`config.mk`:
```
export PLATFORM = sky130hd
export DESIGN_NAME = seq_div
export DESIGN_NICKNAME = d
export VERILOG_FILES = /design/src/rtl/seq_div.sv
export SDC_FILE = /design/constraint.sdc
export NUM_CORES = 1
export LEC_CHECK = 0
export BUFFER_PORTS_ARGS = -buffer_cell sky130_fd_sc_hd__buf_2
export CAP_MARGIN = 20
export CORE_ASPECT_RATIO = 1.25
export CORE_MARGIN = 1
export CORE_UTILIZATION = 37
export CTS_CLUSTER_DIAMETER = 40
export CTS_CLUSTER_SIZE = 10
export DETAILED_ROUTE_END_ITERATION = 10
export GPL_ROUTABILITY_DRIVEN = 1
export HOLD_SLACK_MARGIN = 0.02
export PLACE_DENSITY = 0.54
export SLEW_MARGIN = 10
export SYNTH_ARGS = -nofsm -noshare
export SYNTH_HDL_FRONTEND = slang
export SYNTH_SLANG_ARGS = --single-unit
```
`constraint.sdc`:
```
create_clock -name clock -period 4.24 [get_ports clock]
set_clock_uncertainty 0.2 [all_clocks]
set_input_delay 0.212 -clock clock [delete_from_list [all_inputs] [get_ports clock]]
set_output_delay 0.212 -clock clock [all_outputs]
set_load 0.05 [all_outputs]
```
`src/rtl/seq_div.sv`:
```
// rtl/seq_div.sv - multi-cycle restoring divider, signed/unsigned, quotient + remainder
// One shift-subtract step per clock; divide-by-zero short-circuits straight to DONE.
module seq_div #(
    parameter int WIDTH = 32
) (
    input  logic             clock,
    input  logic             reset_n,
    input  logic [WIDTH-1:0] data_operandA,
    input  logic [WIDTH-1:0] data_operandB,
    input  logic             ctrl_DIV,
    input  logic             ctrl_SIGNED,
    output logic [WIDTH-1:0] data_result,
    output logic [WIDTH-1:0] data_remainder,
    output logic             data_exception,
    output logic             data_resultRDY,
    output logic             data_busy
);

    localparam int CW = $clog2(WIDTH + 1);
    localparam logic [CW-1:0] CNT_LOAD = CW'(WIDTH);
    localparam logic [CW-1:0] CNT_ONE  = CW'(1);

    typedef enum logic [1:0] {
        IDLE,
        RUN,
        FIX,
        DONE
    } state_t;

    state_t           state_q, state_d;
    logic [WIDTH-1:0] prem_q, prem_d;
    logic [WIDTH-1:0] quo_q, quo_d;
    logic [WIDTH-1:0] div_q, div_d;
    logic [CW-1:0]    cnt_q, cnt_d;
    logic             q_neg_q, q_neg_d;
    logic             r_neg_q, r_neg_d;
    logic [WIDTH-1:0] result_q, result_d;
    logic [WIDTH-1:0] remainder_q, remainder_d;
    logic             exc_q, exc_d;
    logic             rdy_q, rdy_d;
    logic             busy_q, busy_d;

    logic             a_neg, b_neg;
    logic [WIDTH-1:0] a_mag, b_mag;
    logic [WIDTH:0]   shifted;
    logic [WIDTH:0]   trial;

    always_comb begin
        state_d     = state_q;
        prem_d      = prem_q;
        quo_d       = quo_q;
        div_d       = div_q;
        cnt_d       = cnt_q;
        q_neg_d     = q_neg_q;
        r_neg_d     = r_neg_q;
        result_d    = result_q;
        remainder_d = remainder_q;
        exc_d       = exc_q;
        rdy_d       = 1'b0;

        a_neg   = ctrl_SIGNED & data_operandA[WIDTH-1];
        b_neg   = ctrl_SIGNED & data_operandB[WIDTH-1];
        a_mag   = a_neg ? -data_operandA : data_operandA;
        b_mag   = b_neg ? -data_operandB : data_operandB;
        // The shifted-in remainder can reach 2*divisor-1, hence one extra bit.
        shifted = {prem_q, quo_q[WIDTH-1]};
        trial   = shifted - {1'b0, div_q};

        case (state_q)
            RUN: begin
                if (!trial[WIDTH]) begin
                    prem_d = trial[WIDTH-1:0];
                    quo_d  = {quo_q[WIDTH-2:0], 1'b1};
                end else begin
                    prem_d = shifted[WIDTH-1:0];
                    quo_d  = {quo_q[WIDTH-2:0], 1'b0};
                end
                cnt_d = cnt_q - CNT_ONE;
                if (cnt_q == CNT_ONE) begin
                    state_d = FIX;
                end
            end
            FIX: begin
                result_d    = q_neg_q ? -quo_q : quo_q;
                remainder_d = r_neg_q ? -prem_q : prem_q;
                rdy_d       = 1'b1;
                state_d     = DONE;
            end
            DONE: begin
                // Divide-by-zero enters DONE with RDY still low and spends one extra cycle here.
                if (rdy_q) begin
                    state_d = IDLE;
                end else begin
                    rdy_d = 1'b1;
                end
            end
            default: begin
                state_d = IDLE;
            end
        endcase

        if (ctrl_DIV) begin
            rdy_d   = 1'b0;
            prem_d  = '0;
            quo_d   = a_mag;
            div_d   = b_mag;
            cnt_d   = CNT_LOAD;
            q_neg_d = a_neg ^ b_neg;
            r_neg_d = a_neg;
            exc_d   = (data_operandB == '0);
            if (data_operandB == '0) begin
                result_d    = '0;
                remainder_d = data_operandA;
                state_d     = DONE;
            end else begin
                state_d = RUN;
            end
        end

        busy_d = (state_d != IDLE);
    end

    always_ff @(posedge clock or negedge reset_n) begin
        if (!reset_n) begin
            state_q     <= IDLE;
            prem_q      <= '0;
            quo_q       <= '0;
            div_q       <= '0;
            cnt_q       <= '0;
            q_neg_q     <= 1'b0;
            r_neg_q     <= 1'b0;
            result_q    <= '0;
            remainder_q <= '0;
            exc_q       <= 1'b0;
            rdy_q       <= 1'b0;
            busy_q      <= 1'b0;
        end else begin
            state_q     <= state_d;
            prem_q      <= prem_d;
            quo_q       <= quo_d;
            div_q       <= div_d;
            cnt_q       <= cnt_d;
            q_neg_q     <= q_neg_d;
            r_neg_q     <= r_neg_d;
            result_q    <= result_d;
            remainder_q <= remainder_d;
            exc_q       <= exc_d;
            rdy_q       <= rdy_d;
            busy_q      <= busy_d;
        end
    end

    assign data_result    = result_q;
    assign data_remainder = remainder_q;
    assign data_exception = exc_q;
    assign data_resultRDY = rdy_q;
    assign data_busy      = busy_q;

endmodule
```
==> results.toml <==
[place]
gp_congestion = 0.8508
portBuffers = 134
place_area_sq_mm = 0.01278
dp_hpwl_mm = 25.22

[die]
start_util_pct = 37.67
ios = 135
die_area_sq_mm = 0.03227
die_h_microns = 200.6
core_area_sq_mm = 0.03099
row_count = 72
die_w_microns = 160.9

[global_route]
antenna_found_initial = 0
grt_first_pass_wirelength_mm = 55.00
track_usage_pct = 21.41
grt_max_degree = 102
grt_pass1_vias = 10360
overflow = 0

[finish]
layout.nets = 1681
fillCellCount = 3136
drive_gt1_share_pct = 12.85
fin_util_pct = 45.21
fin_area_sq_mm = 0.01401
num_antenna_cells = 0
synthToLayoutAreaGrowth_pct = 20.02

[clocking]
cts_tree = "done"
cts_setup_buffers = 0
clockBufferDepth = 2
cts.sinks = 173
cts_root_buffer = "clkbuf_16"
numCtsBuffers = 17
clk_latency_ns = 0.44
cts.clk_slew.worst_paths_ns = 0.07
h-tree-depth = 4

[sta]
maxSlewHeadroom_pct = 31.82
tightest_slew_ns = 1.023
setup-tns-final_ns = 0
period_needed_ns = 3.977
hold_viol = 0
finalCritPeriodShare_pct = 93.79
final_max_slew_viol_count = 0
fmax_mhz = 251.5
setup_viol = 0
holdWs_ns = 0.02846
rsz0062_at_grt = "no"

[critical_path]
critPathTopFamily = "compound AO/OA/AOI/OAI gates"
worst_r2r_path_depth = 13
crit_slowest_cell = "or4_1"
cp_data_required_time_ns = 4.37
worst-r2r-setup-slack_ns = 0.26
cp_data_arrival_time_ns = 4.11
worst-setup-path-type = "register to register"
r2r-start = "quo_q[31]"
slowest_delay_ns = 0.55
worst-path-buf-inv = 2
cp_max_fo = 33
worst_setup_path_start_kind = "register"
crit_chain = "inv_1 > ha_1 > fa_1 > nor2b_1 > o2111ai_1 > a21oi_1 > o311ai_1 > a41o_1 > o21ai_1 > and3_1 > buf_4 > or4_1 > a311oi_1"
cp-end-kind = "register"
rr_endpoint = "prem_q[19]"

[synthesis]
ys_seq_area_share_pct = 37.08
syn_area_per_cell_sq_um = 8.256
synth_top_family_by_area = "compound AO/OA/AOI/OAI gates"
synth_compound_area_share_pct = 22.22
synth_nets = 1521
ys_top_cells_by_count = "nor2_1 (178), dfrtp_1 (173), o21ai_0 (128), nand2_1 (127), a21oi_1 (119)"
syn_area_sq_mm = 0.01167
synth_xor_xnor_area_share_pct = 10.95
synth_edf_count = 0
synth_top_area_cell = "dfrtp_1"
yosysTopAreaCellShare_pct = 37.08
synth.top_cells.by_area = "dfrtp_1 (37%), xor2_1 (6.3%), nor2_1 (5.7%), o21ai_0 (5.5%), a21oi_1 (5.1%)"
async_flop_share_pct = 100.0
synth_most_common_cell = "nor2_1"
ys_ff_latch = 173
synth_cells = 1414
synthAdderAreaFrac_pct = 4.244
yosys_warnings = 0
synth.area.mux_share_pct = 2.497
synthSimpleGateAreaFrac_pct = 18.63
synth.distinct_cells = 60
synth_ff_type = "dfrtp_1"

[power]
peakVddDrop_mv = 0.2691
power_leakage_nw = 6.034
powerDensity_mw_per_mm2 = 524.3
finalPower_w = 0.007346

[min_path]
min_from = "ctrl_DIV"
whs_endpoint = "cnt_q[4]"
min_path_cells = 2
worstHoldPathType = "input pin to register"

[routing]
ant_nets = 0
drt_first_pass_iters = 5
drt_iter0_drc = 579
avgRoutedWirePerCell_microns = 17.18
drt_drc_violations_left = 0
wl_mm = 34.26
vias_per_cell = 5.337
via_count = 10640

[job]
cap_viol_max_count = 0

[status]
status = "complete, no violations"
-- metrics by stage --
step / setup slack, ns / instances
global placement: 0.4698 / 1895
detailed placement: 0.3268 / 1895
floorplan: 0.9194 / 1414
global route: 0.02619 / 1994
finish: 0.2632 / 1994
CTS: 0.2859 / 1994
-- worst max-delay path by stage --
stage                          from          to  slack, ns  depth (start not counted)
after CTS                 quo_q[31]  prem_q[19]       0.29                         12
after floorplan           quo_q[31]  prem_q[19]       0.92                         12
after detailed placement  quo_q[31]  prem_q[19]       0.33                         12
after global placement    quo_q[31]  prem_q[19]       0.47                         12
final                     quo_q[31]  prem_q[19]       0.26                         13
after global routing      quo_q[31]  prem_q[19]       0.03                         13
-- kinds of logic after synthesis --
logic type                 Yosys count
xor gates and xnor gates           146
muxes                               29
AOI/OAI and AO/OA                  417
DFF                                173
and+or+nand+nor                    476
buffers and inverters              134
adders and majority gates           39
-- report_power, final --
group | leakage [nW] | internal, W | switching [W]
combinational | 3.85 | 0.00133 | 0.00209
sequential | 1.92 | 0.00197 | 0.000427
clock | 0.262 | 0.000826 | 0.000708
total | 6.03 | 0.00413 | 0.00322
-- layout by cell type, fill, tap and decap left out, drive strengths merged, types with 19 or more instances in the layout --
cell and n:
a21oi 119, nor2 178, mux2i 28, xor2 84
inv 52, o31ai 23, a311oi 28, clkbuf 19
nand3 44, dlygate4sd3 67, a211oi 41, nor3 22
xnor2 62, ha 38, o21ai 130, nand2 127
buf 158, dfrtp 173
-- layout make-up --
class	instances	area, sq um	share of cell area (%)
multi-input combinational	1107	6857	48.94
sequential	173	4329	30.90
timing repair buffer	225	1568	11.19
tap	407	509.2	3.635
clock buffer	19	442.9	3.161
inverter	50	187.7	1.340
clock inverter	13	117.6	0.8394
-- registers in the layout, indices dropped and copies added (netlist names), 2 cells and up --
| register | count |
|---|---|
| prem_q | 32 |
| data_result | 32 |
| data_remainder | 32 |
| div_q | 32 |
| cnt_q | 6 |
| quo_q | 32 |
| state_q | 2 |
-- timing repair --
action | in CTS | in global routing
setup endpoints to repair | 0 | 2
endpoints found under the hold margin | 168 | 0
resized for setup | 0 | 1
hold buffers | 67 | 0
-- metal layers --
| layer | share of wire (%) | track usage (%) | vias to the layer above |
|---|---|---|---|
| li1 | - | - | 5368 |
| met1 | 45 | 26.92 | 5003 |
| met2 | 50 | 37.05 | 231 |
| met3 | 3.0 | 2.934 | 39 |
| met4 | 2.4 | 7.884 | 0 |
| met5 | 0 | 0 | - |
No activity file was read; power rests on OpenSTA's default activity.
